===== src/rtl/mod_counter_fsm.sv =====
// Parametrised modulo-N sequence counter: enable, up/down, wrap or saturate,
// synchronous clear/load, registered wrap pulse and combinational bound decodes.
module mod_counter_fsm #(
  parameter int unsigned       WIDTH       = 2,
  parameter longint unsigned   MAX_COUNT   = 3,
  parameter longint unsigned   RESET_VALUE = 0
) (
  input  logic             clk,
  input  logic             rst_n,
  input  logic             en,
  input  logic             up_dn,
  input  logic             sat_mode,
  input  logic             clr,
  input  logic             load,
  input  logic [WIDTH-1:0] load_val,
  output logic [WIDTH-1:0] count,
  output logic             wrap,
  output logic             at_max,
  output logic             at_min
);

  if (WIDTH < 1 || WIDTH > 32) begin : g_bad_width
    $fatal(1, "mod_counter_fsm: WIDTH must be in 1..32");
  end
  if (MAX_COUNT < 1 || MAX_COUNT > ((64'd1 << WIDTH) - 64'd1)) begin : g_bad_max
    $fatal(1, "mod_counter_fsm: MAX_COUNT must be in 1..2**WIDTH-1");
  end
  if (RESET_VALUE > MAX_COUNT) begin : g_bad_rst
    $fatal(1, "mod_counter_fsm: RESET_VALUE must not exceed MAX_COUNT");
  end

  localparam logic [WIDTH:0]   MAX_W = MAX_COUNT[WIDTH:0];
  localparam logic [WIDTH-1:0] MAX_N = MAX_COUNT[WIDTH-1:0];
  localparam logic [WIDTH-1:0] RST_N = RESET_VALUE[WIDTH-1:0];

  // One extra bit so count+1 at MAX_COUNT = 2**WIDTH-1 cannot overflow.
  logic [WIDTH:0] cnt_x;
  assign cnt_x = {1'b0, count};

  always_ff @(posedge clk or negedge rst_n) begin
    if (!rst_n) begin
      count <= RST_N;
      wrap  <= 1'b0;
    end else begin
      wrap <= 1'b0;
      if (clr) begin
        count <= '0;
      end else if (load) begin
        if ({1'b0, load_val} > MAX_W) count <= MAX_N;
        else                          count <= load_val;
      end else if (en) begin
        if (up_dn) begin
          if (cnt_x < MAX_W) begin
            count <= WIDTH'(cnt_x + (WIDTH+1)'(1));
          end else if (!sat_mode) begin
            count <= '0;
            wrap  <= 1'b1;
          end
        end else begin
          if (cnt_x != '0) begin
            count <= WIDTH'(cnt_x - (WIDTH+1)'(1));
          end else if (!sat_mode) begin
            count <= MAX_N;
            wrap  <= 1'b1;
          end
        end
      end
    end
  end

  assign at_max = (cnt_x == MAX_W);
  assign at_min = (count == '0);

  a_count_in_range: assert property (@(posedge clk) disable iff (!rst_n) (cnt_x <= MAX_W))
    else $error("mod_counter_fsm: count exceeds MAX_COUNT");

endmodule

===== config.mk =====
export PLATFORM = sky130hd
export DESIGN_NAME = mod_counter_fsm
export DESIGN_NICKNAME = d
export VERILOG_FILES = /design/src/rtl/mod_counter_fsm.sv
export SDC_FILE = /design/constraint.sdc
export NUM_CORES = 1
export LEC_CHECK = 0
export CAP_MARGIN = 20
export CORE_AREA = 3 3 40 42
export DETAILED_ROUTE_END_ITERATION = 10
export DIE_AREA = 0 0 43 45
export GPL_ROUTABILITY_DRIVEN = 0
export PLACE_DENSITY_LB_ADDON = 0.2
export SETUP_SLACK_MARGIN = 0.3
export SLEW_MARGIN = 15
export SYNTH_ARGS = -nofsm -noshare
export SYNTH_HDL_FRONTEND = slang
export SYNTH_SLANG_ARGS = --single-unit

===== constraint.sdc =====
create_clock -name clk -period 2.1 [get_ports clk]
set_input_delay 0.63 -clock clk [delete_from_list [all_inputs] [get_ports clk]]
set_output_delay 0.63 -clock clk [all_outputs]
set_load 0.01 [all_outputs]

==> reports/summary.json <==
{
  "outcome": {
    "status": "finished clean"
  },
  "finish": {
    "area_growth_pct": 79.3,
    "finalNetCount": 58,
    "layout_cell_area_excl_fill_sq_um": 433,
    "num-fill-cells": 137,
    "layout-drive-gt1-share": 0.222,
    "n_antenna_cell": 0
  },
  "pwr": {
    "post-layout-total-power_mw": 0.234,
    "vdd_ir_drop_max_v": 0.000223,
    "power.density_nw_per_um2": 541,
    "cellLeakagePower_nw": 0.223
  },
  "job": {
    "max_cap_violations": 0
  },
  "sta": {
    "slew-limit-headroom": 0.884,
    "final_max_slew_viol_count": 0,
    "whs_ns": 0.574,
    "final.setup.tns_ns": 0,
    "setup_repair_after_global_routing_missed_its_margin": "true",
    "min_period_over_period": 0.845,
    "setup_viol": 0,
    "worst_slew_pin_slew_ns": 0.173,
    "achievable-frequency_mhz": 563,
    "final.min_clock_period_ns": 1.77,
    "final_hold_viol_count": 0,
    "clock-skew-final_ns": 0.00255
  },
  "route": {
    "detail_route.drc_violations": 0,
    "vias_per_cell": 4.25,
    "route.detailed.wl_per_inst_microns": 10.2,
    "drt_pass_1_iters": 4,
    "routed_wirelength_microns": 612,
    "detailroute.via_count": 255,
    "ant_nets": 0,
    "drt_first_iter_violations": 2
  },
  "yosys": {
    "synth_edf_count": 0,
    "mappedNetlistNets": 37,
    "synth_top_flop_cell": "sky130_fd_sc_hd__dfrtp_1",
    "async_flop_share": 1.00,
    "netlist_instances": 25,
    "share_of_the_synthesized_area_in_the_top_cell_type": 0.311,
    "largest_area_contributor_in_the_synthesized_netlist": "sky130_fd_sc_hd__dfrtp_1",
    "warnings_synthesis": 0,
    "yosys-top-cells-area": "sky130_fd_sc_hd__dfrtp_1 31%, sky130_fd_sc_hd__ha_1 16%, sky130_fd_sc_hd__a21oi_1 6.2%",
    "yosysSeqAreaShare": 0.311,
    "synth_cell_types": 16,
    "post_synth.cell_area_avg_sq_um": 9.66,
    "postSynthRegisterBits": 3,
    "synthesis.area_sq_um": 241
  },
  "critical_path": {
    "startpoint_type": "flop",
    "setup.worst_path.class": "flop to output pin",
    "r2r_start": "count[0]$_DFFE_PN0P_",
    "flop_to_flop_setup_slack_ns": 0.52,
    "capture_point_of_the_worst_reg_to_reg_path": "count[1]$_DFFE_PN0P_",
    "biggest_fanout_along_the_worst_timing_path": 5,
    "cp_required_ns": 1.47,
    "critPathCaptureType": "output pin",
    "critPathArrivalTime_ns": 1.14,
    "worst_r2r_path_depth": 7
  },
  "global_routing": {
    "global_route_wire_length_before_repair_microns": 1150,
    "grt_usage": 0.0810,
    "grt-ovfl-total": 0,
    "via_count_of_the_first_global_routing_pass": 294,
    "grt_max_degree": 6,
    "grt_antenna_before_repair": 0
  },
  "clock_tree": {
    "clock_tree.root_cell": "sky130_fd_sc_hd__clkbuf_4",
    "clkSlewWorstSetupHoldPaths_ns": 0.04,
    "clock_sink_count": 3,
    "ctsLongestPathBuffers": 2,
    "total_cts_buffers": 3,
    "clock_tree_from_tritoncts": "done",
    "clock_tree.htree_level_count": 1,
    "worstSkewPairLatency_ns": 0.23,
    "holdBufCountCts": 0
  },
  "die": {
    "initial_core_util": 0.188,
    "die-height_microns": 45,
    "placement_rows": 13,
    "dieArea_sq_um": 1940,
    "die_w_microns": 43,
    "core_area_sq_um": 1280,
    "pin_count": 14
  },
  "placed_design": {
    "detailed_place_hpwl_microns": 490,
    "placed_cell_area_sq_um": 405,
    "placement.io_buffers": 13
  },
  "min_path": {
    "worst_hold_path_type": "input pin to async pin"
  }
}
## cell families after synthesis
| kind of cell | count (synthesis) | share of synthesized area |
|---|---|---|
| AOI/OAI and AO/OA | 8 | 0.228 |
| xor gates and xnor gates | 1 | 0.0363 |
| adders and majority gates | 3 | 0.155 |
| buffers and inverters | 3 | 0.0466 |
| DFF | 3 | 0.311 |
| muxes | 2 | 0.104 |
| and+or+nand+nor | 5 | 0.119 |
## how the worst max path moves through the flow
| stage | startpoint | to | slack [ns] | depth (start not counted) |
|---|---|---|---|---|
| floorplan | count[0]$_DFFE_PN0P_ | count[1]$_DFFE_PN0P_ | 0.56 | 6 |
| global placement | up_dn | count[1]$_DFFE_PN0P_ | 0.07 | 5 |
| detailed placement | up_dn | count[1]$_DFFE_PN0P_ | 0.06 | 5 |
| CTS | count[0]$_DFFE_PN0P_ | at_min | 0.19 | 4 |
| global route | count[0]$_DFFE_PN0P_ | at_min | 0.25 | 4 |
| finish | count[0]$_DFFE_PN0P_ | at_min | 0.33 | 4 |
## flip-flops by register name, indices dropped and copies added, names as in the netlist
register / cells
count: 2
wrap: 1
## per-stage QoR
step | utilization | instances | setup slack (ns)
2_1_floorplan | - | 25 | 0.560
3_5_place_dp | 0.315 | 55 | 0.0588
5_1_grt | 0.337 | 60 | 0.248
3_3_place_gp | 0.315 | 55 | 0.0742
6_report | 0.337 | 60 | 0.325
4_1_cts | 0.338 | 60 | 0.188
## what timing repair did
| action | 4_1_cts | 5_1_grt |
|---|---|---|
| endpoints found under the setup margin | 4 | 3 |
| resized for setup | 4 | 3 |
| hold endpoints to repair | 0 | 0 |
| pin swaps | 0 | 0 |
| cloned | 0 | 0 |
| setup buffers | 1 | 0 |
## power by group
| group | switching (mW) | internal, mW | total, mW |
|---|---|---|---|
| Combinational | 0.0285 | 0.0394 | 0.0679 |
| Sequential | 0.00257 | 0.0616 | 0.0641 |
| Clock | 0.0308 | 0.0713 | 0.102 |
## layout make-up
type	count	area, sq um	share of cell area
flip-flops and latches	3	75.1	0.173
clock buffers	4	26.3	0.0607
repair buffers	16	146	0.338
inverters	3	11.3	0.0260
multi-input cells	19	155	0.358
well taps	15	18.8	0.0434
## worst max-delay path, cell delays in order (launching register included)
cell	delay (ns)
sky130_fd_sc_hd__dfrtp_1	0.37
sky130_fd_sc_hd__buf_4	0.15
sky130_fd_sc_hd__inv_1	0.05
sky130_fd_sc_hd__ha_1	0.19
sky130_fd_sc_hd__clkbuf_2	0.15
## cells in the mapped netlist, types with 2 or more instances
| master | count |
|---|---|
| sky130_fd_sc_hd__dfrtp_1 | 3 |
| sky130_fd_sc_hd__inv_1 | 3 |
| sky130_fd_sc_hd__a21oi_1 | 3 |
| sky130_fd_sc_hd__ha_1 | 3 |
| sky130_fd_sc_hd__nand2_1 | 2 |
## placed cells by master, fill, tap and decap left out, types with 2 or more instances in the layout
cell                              instances
sky130_fd_sc_hd__clkdlybuf4s50_1          8
sky130_fd_sc_hd__nand2_1                  2
sky130_fd_sc_hd__a21oi_1                  3
sky130_fd_sc_hd__dfrtp_1                  3
sky130_fd_sc_hd__ha_1                     3
sky130_fd_sc_hd__inv_1                    3
sky130_fd_sc_hd__dlygate4sd2_1            3
sky130_fd_sc_hd__buf_4                    3
sky130_fd_sc_hd__clkbuf_4                 3
## layer usage
metal | vias to the layer above | wire [microns] | global-route usage
met4 | 0 | 0 | 0.0723
met3 | 0 | 72 | 0.0398
li1 | 129 | - | -
met1 | 113 | 263 | 0.0825
met2 | 13 | 276 | 0.123
met5 | - | 0 | 0
Note: power is estimated with default switching activity, not from simulation.
